[config.mk]
export PLATFORM = sky130hd
export DESIGN_NAME = addr_cmd_delay_ctrl
export DESIGN_NICKNAME = d
export VERILOG_FILES = /design/src/rtl/ddr_phy_ctrl_pkg.sv /design/src/rtl/addr_cmd_delay_timer.sv /design/src/rtl/addr_cmd_delay_ctrl.sv
export SDC_FILE = /design/constraint.sdc
export NUM_CORES = 1
export LEC_CHECK = 0
export ABC_AREA = 1
export ABC_CLOCK_PERIOD_IN_PS = 2200
export CAP_MARGIN = 20
export CORE_UTILIZATION = 49
export CTS_CLUSTER_SIZE = 25
export DETAILED_ROUTE_END_ITERATION = 8
export PLACE_DENSITY_LB_ADDON = 0.15
export SYNTH_ARGS = -nofsm -noshare
export SYNTH_HDL_FRONTEND = slang
export SYNTH_SLANG_ARGS = --single-unit
[constraint.sdc]
create_clock -name FAB_CLK -period 2.2 [get_ports FAB_CLK]
set_input_delay 0.55 -clock FAB_CLK [delete_from_list [all_inputs] [get_ports FAB_CLK]]
set_output_delay 0.55 -clock FAB_CLK [all_outputs]
set_load 0.02 [all_outputs]
[src/rtl/ddr_phy_ctrl_pkg.sv]
// Shared definitions for the DDR3 PHY fabric-side controllers.
//   ctrl_state_e : sequencer states for the delay-line command FSM
//   OP_MOVE/LOAD : command opcodes (2'b1x is reserved)
//   tap_at_limit : true when a one-tap step in 'dir' would leave 0..max_pos
package ddr_phy_ctrl_pkg;

  typedef enum logic [2:0] {
    StIdle,
    StSetup,
    StPulse,
    StGap,
    StHold,
    StDone
  } ctrl_state_e;

  localparam logic [1:0] OP_MOVE = 2'b00;
  localparam logic [1:0] OP_LOAD = 2'b01;

  function automatic logic tap_at_limit(input logic [7:0] pos, input logic dir,
                                        input logic [7:0] max_pos);
    return dir ? (pos >= max_pos) : (pos == 8'd0);
  endfunction

endpackage

[src/rtl/addr_cmd_delay_timer.sv]
// Loadable down-counter with a zero flag, shared by the SETUP, GAP and HOLD phases.
//   clk_i      : clock
//   rst_i      : synchronous active-high reset
//   load_i     : load load_val_i this cycle (wins over counting)
//   load_val_i : value to load; phase length minus one
//   zero_o     : counter is zero, i.e. the current cycle is the last of the phase
module addr_cmd_delay_timer #(
  parameter int unsigned WIDTH = 8
) (
  input  logic             clk_i,
  input  logic             rst_i,
  input  logic             load_i,
  input  logic [WIDTH-1:0] load_val_i,
  output logic             zero_o
);

  logic [WIDTH-1:0] count_q;

  always_ff @(posedge clk_i) begin
    if (rst_i) begin
      count_q <= '0;
    end else if (load_i) begin
      count_q <= load_val_i;
    end else if (count_q != '0) begin
      count_q <= count_q - 1'b1;
    end
  end

  assign zero_o = (count_q == '0);

endmodule

[src/rtl/addr_cmd_delay_ctrl.sv]
// Fabric-side sequencer for the DDR3 address/command lane TX delay line.
// Turns tap-move / tap-load commands into DELAY_LINE_* pulses, bracketing each
// update with HS_IO_CLK_PAUSE, and tracks the absolute tap position.
//   FAB_CLK, RESET           : clock, synchronous active-high reset
//   CMD_VALID/READY          : command handshake (READY only in idle)
//   CMD_OP, CMD_DIR, CMD_TAPS: opcode, direction (1 = more delay), tap count
//   DONE                     : one-cycle completion pulse
//   STATUS_OOR               : sticky out-of-range flag for the last command
//   TAP_POS                  : tracked tap position, clamped to 0..TAP_MAX
//   TX_DELAY_LINE_OUT_OF_RANGE : lane out-of-range flag, sampled in the last GAP cycle
//   DELAY_LINE_*, HS_IO_CLK_PAUSE : registered controls to the lane
module addr_cmd_delay_ctrl
  import ddr_phy_ctrl_pkg::*;
#(
  parameter int unsigned PAUSE_SETUP = 4,
  parameter int unsigned PAUSE_HOLD  = 4,
  parameter int unsigned MOVE_GAP    = 2,
  parameter int unsigned TAP_MAX     = 127,
  parameter int unsigned LOAD_VAL    = 1
) (
  input  logic       FAB_CLK,
  input  logic       RESET,
  input  logic       CMD_VALID,
  output logic       CMD_READY,
  input  logic [1:0] CMD_OP,
  input  logic       CMD_DIR,
  input  logic [7:0] CMD_TAPS,
  output logic       DONE,
  output logic       STATUS_OOR,
  output logic [7:0] TAP_POS,
  input  logic       TX_DELAY_LINE_OUT_OF_RANGE,
  output logic       DELAY_LINE_SEL,
  output logic       DELAY_LINE_LOAD,
  output logic       DELAY_LINE_DIRECTION,
  output logic       DELAY_LINE_MOVE,
  output logic       HS_IO_CLK_PAUSE
);

  // Timer loads are phase length minus one: zero flags the final cycle.
  localparam logic [7:0] SETUP_LD = 8'(PAUSE_SETUP - 1);
  localparam logic [7:0] GAP_LD   = 8'(MOVE_GAP - 1);
  localparam logic [7:0] HOLD_LD  = 8'(PAUSE_HOLD - 1);
  localparam logic [7:0] TAP_MAX8 = 8'(TAP_MAX);
  localparam logic [7:0] LOAD_V8  = 8'(LOAD_VAL);

  ctrl_state_e state_q, state_nx;

  logic [1:0] op_q;
  logic       dir_q;
  logic [7:0] rem_q;
  logic [7:0] tap_q;
  logic       ready_q, done_q, oor_q, pause_q, move_q, load_q;

  logic       accept;
  logic       is_load;
  logic       at_limit;
  logic       timer_load;
  logic [7:0] timer_val;
  logic       timer_zero;

  assign accept   = (state_q == StIdle) && CMD_VALID;
  assign is_load  = (op_q == OP_LOAD);
  assign at_limit = tap_at_limit(tap_q, dir_q, TAP_MAX8);

  addr_cmd_delay_timer #(
    .WIDTH (8)
  ) u_timer (
    .clk_i      (FAB_CLK),
    .rst_i      (RESET),
    .load_i     (timer_load),
    .load_val_i (timer_val),
    .zero_o     (timer_zero)
  );

  // Next state and timer loads for the phase being entered.
  always_comb begin
    state_nx   = state_q;
    timer_load = 1'b0;
    timer_val  = '0;
    unique case (state_q)
      StIdle: begin
        if (CMD_VALID) begin
          // Reserved opcodes and zero-tap moves complete without touching the lane.
          if (CMD_OP[1] || ((CMD_OP == OP_MOVE) && (CMD_TAPS == 8'd0))) begin
            state_nx = StDone;
          end else begin
            state_nx   = StSetup;
            timer_load = 1'b1;
            timer_val  = SETUP_LD;
          end
        end
      end
      StSetup: begin
        if (timer_zero) state_nx = StPulse;
      end
      StPulse: begin
        if (!is_load && at_limit) begin
          state_nx   = StHold;
          timer_load = 1'b1;
          timer_val  = HOLD_LD;
        end else begin
          state_nx   = StGap;
          timer_load = 1'b1;
          timer_val  = GAP_LD;
        end
      end
      StGap: begin
        if (timer_zero) begin
          // rem_q already reflects the pulse just issued.
          if (TX_DELAY_LINE_OUT_OF_RANGE || (rem_q == 8'd0)) begin
            state_nx   = StHold;
            timer_load = 1'b1;
            timer_val  = HOLD_LD;
          end else begin
            state_nx = StPulse;
          end
        end
      end
      StHold: begin
        if (timer_zero) state_nx = StDone;
      end
      StDone: begin
        state_nx = StIdle;
      end
      default: begin
        state_nx = StIdle;
      end
    endcase
  end

  always_ff @(posedge FAB_CLK) begin
    if (RESET) begin
      state_q <= StIdle;
      op_q    <= OP_MOVE;
      dir_q   <= 1'b0;
      rem_q   <= '0;
      tap_q   <= LOAD_V8;
      ready_q <= 1'b1;
      done_q  <= 1'b0;
      oor_q   <= 1'b0;
      pause_q <= 1'b0;
      move_q  <= 1'b0;
      load_q  <= 1'b0;
    end else begin
      state_q <= state_nx;
      ready_q <= (state_nx == StIdle);
      done_q  <= (state_nx == StDone);
      pause_q <= (state_nx inside {StSetup, StPulse, StGap});
      // PULSE is only entered from SETUP/GAP, where tap_q is already settled,
      // so the saturation decision can be registered on entry.
      move_q  <= (state_nx == StPulse) && !is_load && !at_limit;
      load_q  <= (state_nx == StPulse) && is_load;

      if (accept) begin
        op_q  <= CMD_OP;
        dir_q <= CMD_DIR;
        rem_q <= (CMD_OP == OP_MOVE) ? CMD_TAPS : 8'd0;
        oor_q <= 1'b0;
      end else if (state_nx == StIdle) begin
        dir_q <= 1'b0;
      end

      if (state_q == StPulse) begin
        if (is_load) begin
          tap_q <= LOAD_V8;
        end else if (at_limit) begin
          oor_q <= 1'b1;
        end else begin
          tap_q <= dir_q ? (tap_q + 8'd1) : (tap_q - 8'd1);
          rem_q <= rem_q - 8'd1;
        end
      end

      if ((state_q == StGap) && timer_zero && TX_DELAY_LINE_OUT_OF_RANGE) begin
        oor_q <= 1'b1;
      end
    end
  end

  assign CMD_READY            = ready_q;
  assign DONE                 = done_q;
  assign STATUS_OOR           = oor_q;
  assign TAP_POS              = tap_q;
  assign DELAY_LINE_SEL       = pause_q;
  assign HS_IO_CLK_PAUSE      = pause_q;
  assign DELAY_LINE_MOVE      = move_q;
  assign DELAY_LINE_LOAD      = load_q;
  assign DELAY_LINE_DIRECTION = dir_q;

endmodule

**Word-level counts from Yosys, hierarchy flattened**

Cells that the tools add are included.
W data, S select, Z words.

- Output and inout port bits: 16
- Logic and storage cells: 88
- Input port bits: 15
- Register bits after elaboration: 36

- Magnitude comparators: 1
- Muxes and demuxes: 37
- Add/sub/neg operators: 4
- Reductions and logical operators: 24
- Equal/unequal tests: 10

Operators by type and width:

| operator | count |
|---|---|
| $mux W8 | 10 |
| $logic_not A8 Y1 | 4 |
| $sub A8 B1 Y8 const B | 3 |
| $mux W3 | 7 |
| $pmux W3 S5 | 1 |
| $eq A3 B2 Y1 const B | 4 |
| $mux W1 | 12 |
| $mux W2 | 5 |
| $add A8 B1 Y8 const B | 1 |
| $ge A8 B7 Y1 const B | 1 |
| $logic_and A1 B1 Y1 | 8 |
| $reduce_bool A8 Y1 | 1 |
| $eq A3 B1 Y1 const B | 2 |
| $eq A3 B3 Y1 const B | 2 |
| $logic_not A3 Y1 | 2 |
| $pmux W2 S3 | 1 |
| $reduce_bool A2 Y1 | 2 |
| $pmux W1 S3 | 1 |
| $reduce_bool A3 Y1 | 1 |
| $eq A2 B1 Y1 const B | 1 |
| $logic_not A1 Y1 | 2 |
| $logic_not A2 Y1 | 1 |
| $logic_or A1 B1 Y1 | 2 |
| $ne A2 B2 Y1 const B | 1 |
| $reduce_and A2 Y1 | 1 |

**Longest topological paths before layout**

Gate-level depths: netlist of run 1.

- Depth in word-level cells: 9
- Mapped depth: 11
- Gate-level depth less buffers: 11

**By module**

From an unflattened synthesis of run 1, not the netlist that was laid out.

- Cells, all modules: 354
- Area total of the unflattened synthesis: 2,298.5 µm²

Modules (own cells, without submodules):

| module | cells an instance | seq. area each (µm²) | area an instance (µm²) | instances |
|---|---|---|---|---|
| addr_cmd_delay_ctrl | 284 | 560.5 | 1,825.5 | 1 |
| addr_cmd_delay_timer | 70 | 160.2 | 473.0 | 1 |

**Least setup slack after synthesis of run 1**

OpenSTA, ideal clock, no wires.

- Kind: reg-to-reg
- From: register dir_q, in the netlist DELAY_LINE_DIRECTION
- To: register tap_q[5], in the netlist TAP_POS[5]
- Library setup time: 0.132 ns
- Data required time: 2.068 ns
- Buffers on the path: 0
- Setup slack: 0.367 ns
- Period minus slack after synthesis: 1.833 ns
- Arrival time: 1.701 ns
- Stages on the path, launching flop included: 9
- Cell sequence: dfxtp_1 -> inv_2 -> ha_1 -> a21o_1 -> inv_1 -> nand3_1 -> or2_2 -> nand3_1 -> a21oi_1

- Longest elaborated chain between the ends: 3
- Elaborated cells between the ends (all ways): 6
- Classes of those cells: eq/ne (1); mux (4); reduce/logical (1)

Ends and longest elaborated chain:

| what | line | text |
|---|---|---|
| start: declaration | addr_cmd_delay_ctrl.sv:49 | `logic dir_q;` |
| start signal: assignment | addr_cmd_delay_ctrl.sv:135 | `dir_q <= 1'b0;` |
| start signal: assignment | addr_cmd_delay_ctrl.sv:156 | `dir_q <= CMD_DIR;` |
| start signal: assignment | addr_cmd_delay_ctrl.sv:160 | `dir_q <= 1'b0;` |
| $mux W1 or $mux W8 (tied branches) | ddr_phy_ctrl_pkg.sv:21, addr_cmd_delay_ctrl.sv:169 |  |
| $ne A2 B2 Y1 (no source line) or $mux W8 (tied branches) | n/a |  |
| $reduce_and A2 Y1 (no source line) or $mux W8 (tied branches) | n/a |  |
| end signal: assignment | addr_cmd_delay_ctrl.sv:169 | `tap_q <= dir_q ? (tap_q + 8'd1) : (tap_q - 8'd1);` |
| end: declaration | addr_cmd_delay_ctrl.sv:51 | `logic [7:0] tap_q;` |

Parallel ways exist; a longest one is shown, timed or not. The select of a mux whose other input is x is not followed.
A chain may end at the register's enable or synchronous reset.

**Worst setup path after layout of run 1**

- From: register tap_q[0], in the netlist TAP_POS[0]
- To: output port TAP_POS[0]

RTL lines:

| what | line | text |
|---|---|---|
| end: declaration | addr_cmd_delay_ctrl.sv:30 | `output logic [7:0] TAP_POS,` |

No word-level cell between the ends.

==> results of run 1 <==
==> worst reg2reg max path, stage by stage, from the launching register on <==
cell and delay (ps):
dfxtp_1 500, inv_1 110, fa_1 480, inv_1 90
nand4_1 90, nand3_1 120, nor2_1 60, nor2_1 90
nand2_1 60, a21oi_1 110
==> logic make-up after synthesis <==
logic type	after synthesis	share of synthesized area
buffers and inverters	50	0.09882
AO/OA/AOI/OAI	60	0.1505
XOR/XNOR	12	0.04716
AND/OR/NAND/NOR	157	0.3262
adder cells (fa/ha/maj)	9	0.05390
flip-flops	36	0.3234
==> metal layers <==
layer	share of wire	global-route usage	routed length, um	vias up
met2	0.45	0.3614	2250	36
met3	0.036	0.04070	182	5
met5	0	0	0	-
met4	0.013	0.07710	63	0
li1	-	-	-	1114
met1	0.50	0.2931	2500	917
==> cells in the final DEF, fill, tap and decap left out, types with 2 or more instances in the layout <==
cell type / instances
o21ai_0: 24
inv_1: 37
nand3_2: 2
dfxtp_1: 36
xor2_1: 6
nand2_1: 62
ha_1: 8
inv_2: 5
clkbuf_8: 5
o21ai_1: 2
nor2_2: 8
buf_4: 6
nand4_1: 7
a21oi_1: 24
nand2_2: 4
nor3_2: 2
xnor2_1: 6
nand3_1: 19
clkdlybuf4s50_1: 30
o21bai_1: 2
nor2_1: 46
==> flip-flops by register name, summed over array words and instances (netlist names) <==
signal,count
op_q,2
DELAY_LINE_DIRECTION,1
DELAY_LINE_SEL,1
CMD_READY,1
state_q,3
DONE,1
TAP_POS,8
DELAY_LINE_MOVE,1
rem_q,8
DELAY_LINE_LOAD,1
STATUS_OOR,1
u_timer.count_q,8
==> final timing paths <==
check | startpoint | depth (start not counted) | slack (ps) | endpoint
setup / recovery | TAP_POS[0] | 1 | 200 | TAP_POS[0]
hold / removal | op_q[0] | 2 | 470 | op_q[0]
setup reg to reg | TAP_POS[0] | 9 | 430 | TAP_POS[6]
hold reg to reg | op_q[0] | 2 | 470 | op_q[0]
==> final cells by class <==
type,instances,area [um^2],share of cell area
Multi-Input combinational cell,238,1287,0.4790
Sequential cell,36,720.7,0.2682
Timing Repair Buffer,36,345.3,0.1285
Inverter,43,161.4,0.06006
Clock buffer,6,72.57,0.02700
Tap cell,52,65.06,0.02421
Clock inverter,2,35.03,0.01304
==> per-stage QoR <==
step | utilization | power (mW) | hold slack [ps] | worst slack (ps) | instance area (um^2)
after floorplan | - | 2.162 | 448.1 | 367.2 | 2228
after global placement | 0.5925 | 2.467 | 462.7 | 230.8 | 2580
after detailed placement | 0.5925 | 2.488 | 464.8 | 158.1 | 2580
after CTS | 0.6172 | 3.075 | 476.2 | 193.3 | 2688
after global routing | 0.6172 | 3.327 | 487.0 | 130.9 | 2688
final | 0.6172 | 3.056 | 473.7 | 202.0 | 2688
==> power by group through the flow <==
stage / Clock (mW) / Sequential, mW / Combinational, mW
2_1_floorplan: 0 / 0.961 / 1.20
3_3_place_gp: 0 / 0.930 / 1.54
3_5_place_dp: 0 / 0.936 / 1.55
4_1_cts: 0.590 / 0.921 / 1.56
5_1_grt: 0.613 / 0.945 / 1.77
6_report: 0.575 / 0.921 / 1.56
==> key figures, run 1 <==
Detailed routing
  – Post-Route WL: 4.997 mm
  – Via count: 2072
  – DRC viols: 0
  – DR WL/cell: 12.10 um
  – Vias per cell: 5.017
  – Drt pass-1 iters: 4
  – Antenna Nets Post-Route: 0
  – Initial DRC count: 94

Floorplanning
  – I/O pins: 31
  – Core Area: 4354 um^2
  – Die height: 69.44 um
  – Initial core utilization: 0.5118
  – Row count: 24
  – Die X: 69.44 um
  – Die Area: 4821 um^2

Synth
  – Post-Syn Instances: 324
  – Synth Cell Area: 2228 um^2
  – Cell with the most instances after synthesis: nand2_1
  – Area contributors post-synth: dfxtp_1 (32%), nand2_1 (10%), nor2_1 (7.7%), inv_1 (6.2%), a21oi_1 (5.4%)
  – Post-synth EDFFs: 0
  – Synthesis-stage register bit count: 36
  – Largest area contributor in the netlist: dfxtp_1
  – Top_reg_cell synth: dfxtp_1
  – Post-synth cell types: 40
  – Post-synth top cells: nand2_1 (62), nor2_1 (46), inv_1 (37)
  – Mean Syn Cell Area: 6.878 um^2
  – Post-synth top area share: 0.3234
  – Post-synthesis sequential area ratio: 0.3234
  – FFs w/ async S/R, synth: 0
  – Synth Net Count: 348
  – Ys Warns: 0

Clock tree
  – Post-CTS setup buffers: 0
  – CTS Buf Count: 5
  – Clock latency on the worst-skew pair: 290 ps
  – Root Driver: clkbuf_8
  – CTS tree: yes
  – H-tree Lvls: 2
  – Post-cts sizing count: 0
  – Bufs on Longest Clock Path: 2
  – Hold buffer count at cts: 0
  – Sinks on Clock Net: 36
  – Reg clk slew, reported paths: 70 ps

STA
  – Tcrit/Tclk final: 0.9082
  – Unrepaired setup endpoints after global routing: no
  – Max frequency: 500.5 MHz
  – Endpoints failing hold: 0
  – Slew Limit Fails: 0
  – Setup TNS: 0 ps
  – Slew headroom: 0.7435
  – Fin crit period: 1998 ps
  – Measured slew at the worst slew-check pin: 382.7 ps
  – # setup viols final: 0
  – Worst Skew: 4.105 ps

Worst hold path
  – Worst Hold Class: flop to flop

Placement
  – Port buffer count: 30
  – Placed cells: 405
  – Dpl hpwl: 3.787 mm
  – Final GP Congestion: 0.8681

Power and ir drop
  – Power share of the sequential group: 0.302
  – Leakage: 1.191 nW
  – Net Switching: 1.285 mW
  – Clk network pwr share: 0.188
  – Sw Share: 0.4204
  – Logic gate share of total power: 0.510
  – Pint: 1.771 mW
  – Maximum vdd drop: 0.0005106 V
  – Power Density: 1137 nW/um^2

Finish
  – Antenna cells: 0
  – Area growth, synth to finish: 20.61%
  – Fill cells: 436
  – Layout cells sized above 1: 0.1136
  – Post-route non-filler standard cell count: 413
  – Layout net count: 384

Critical path
  – Req. time, crit path: 1650 ps
  – CP Data Arrival Time: 1450 ps
  – Slowest-stage cell, CP: clkdlybuf4s50_1
  – Crit path buffers/inverters: 1
  – Worst-path fanout max: 8
  – CP top delay family: buffers and inverters
  – Startpoint Class: flop
  – Worst setup EP type: output port
  – Crit path cell chain: clkdlybuf4s50_1
  – Setup CP Type: flop to output port
  – Crit-path max cell delay: 670 ps

Global route
  – Number of global-route vias before repair: 1925
  – Initial antenna violation count: 0
  – First-pass GRT wire length: 8.638 mm
  – Total gr overflow: 0
  – Largest net degree at the start of global routing: 19
  – Tot GR Track Use: 0.2217

Job
  – # Max-Cap Violations: 0

Outcome
  – Status: finished clean
Power figures use the tool's default switching activity.
==> run 2, diff against run 1 <==
Settings changed: SKIP_LAST_GASP set to 1.
==> results of run 2 <==
The final DEF is identical to that of run 1; final timing and power are the same.
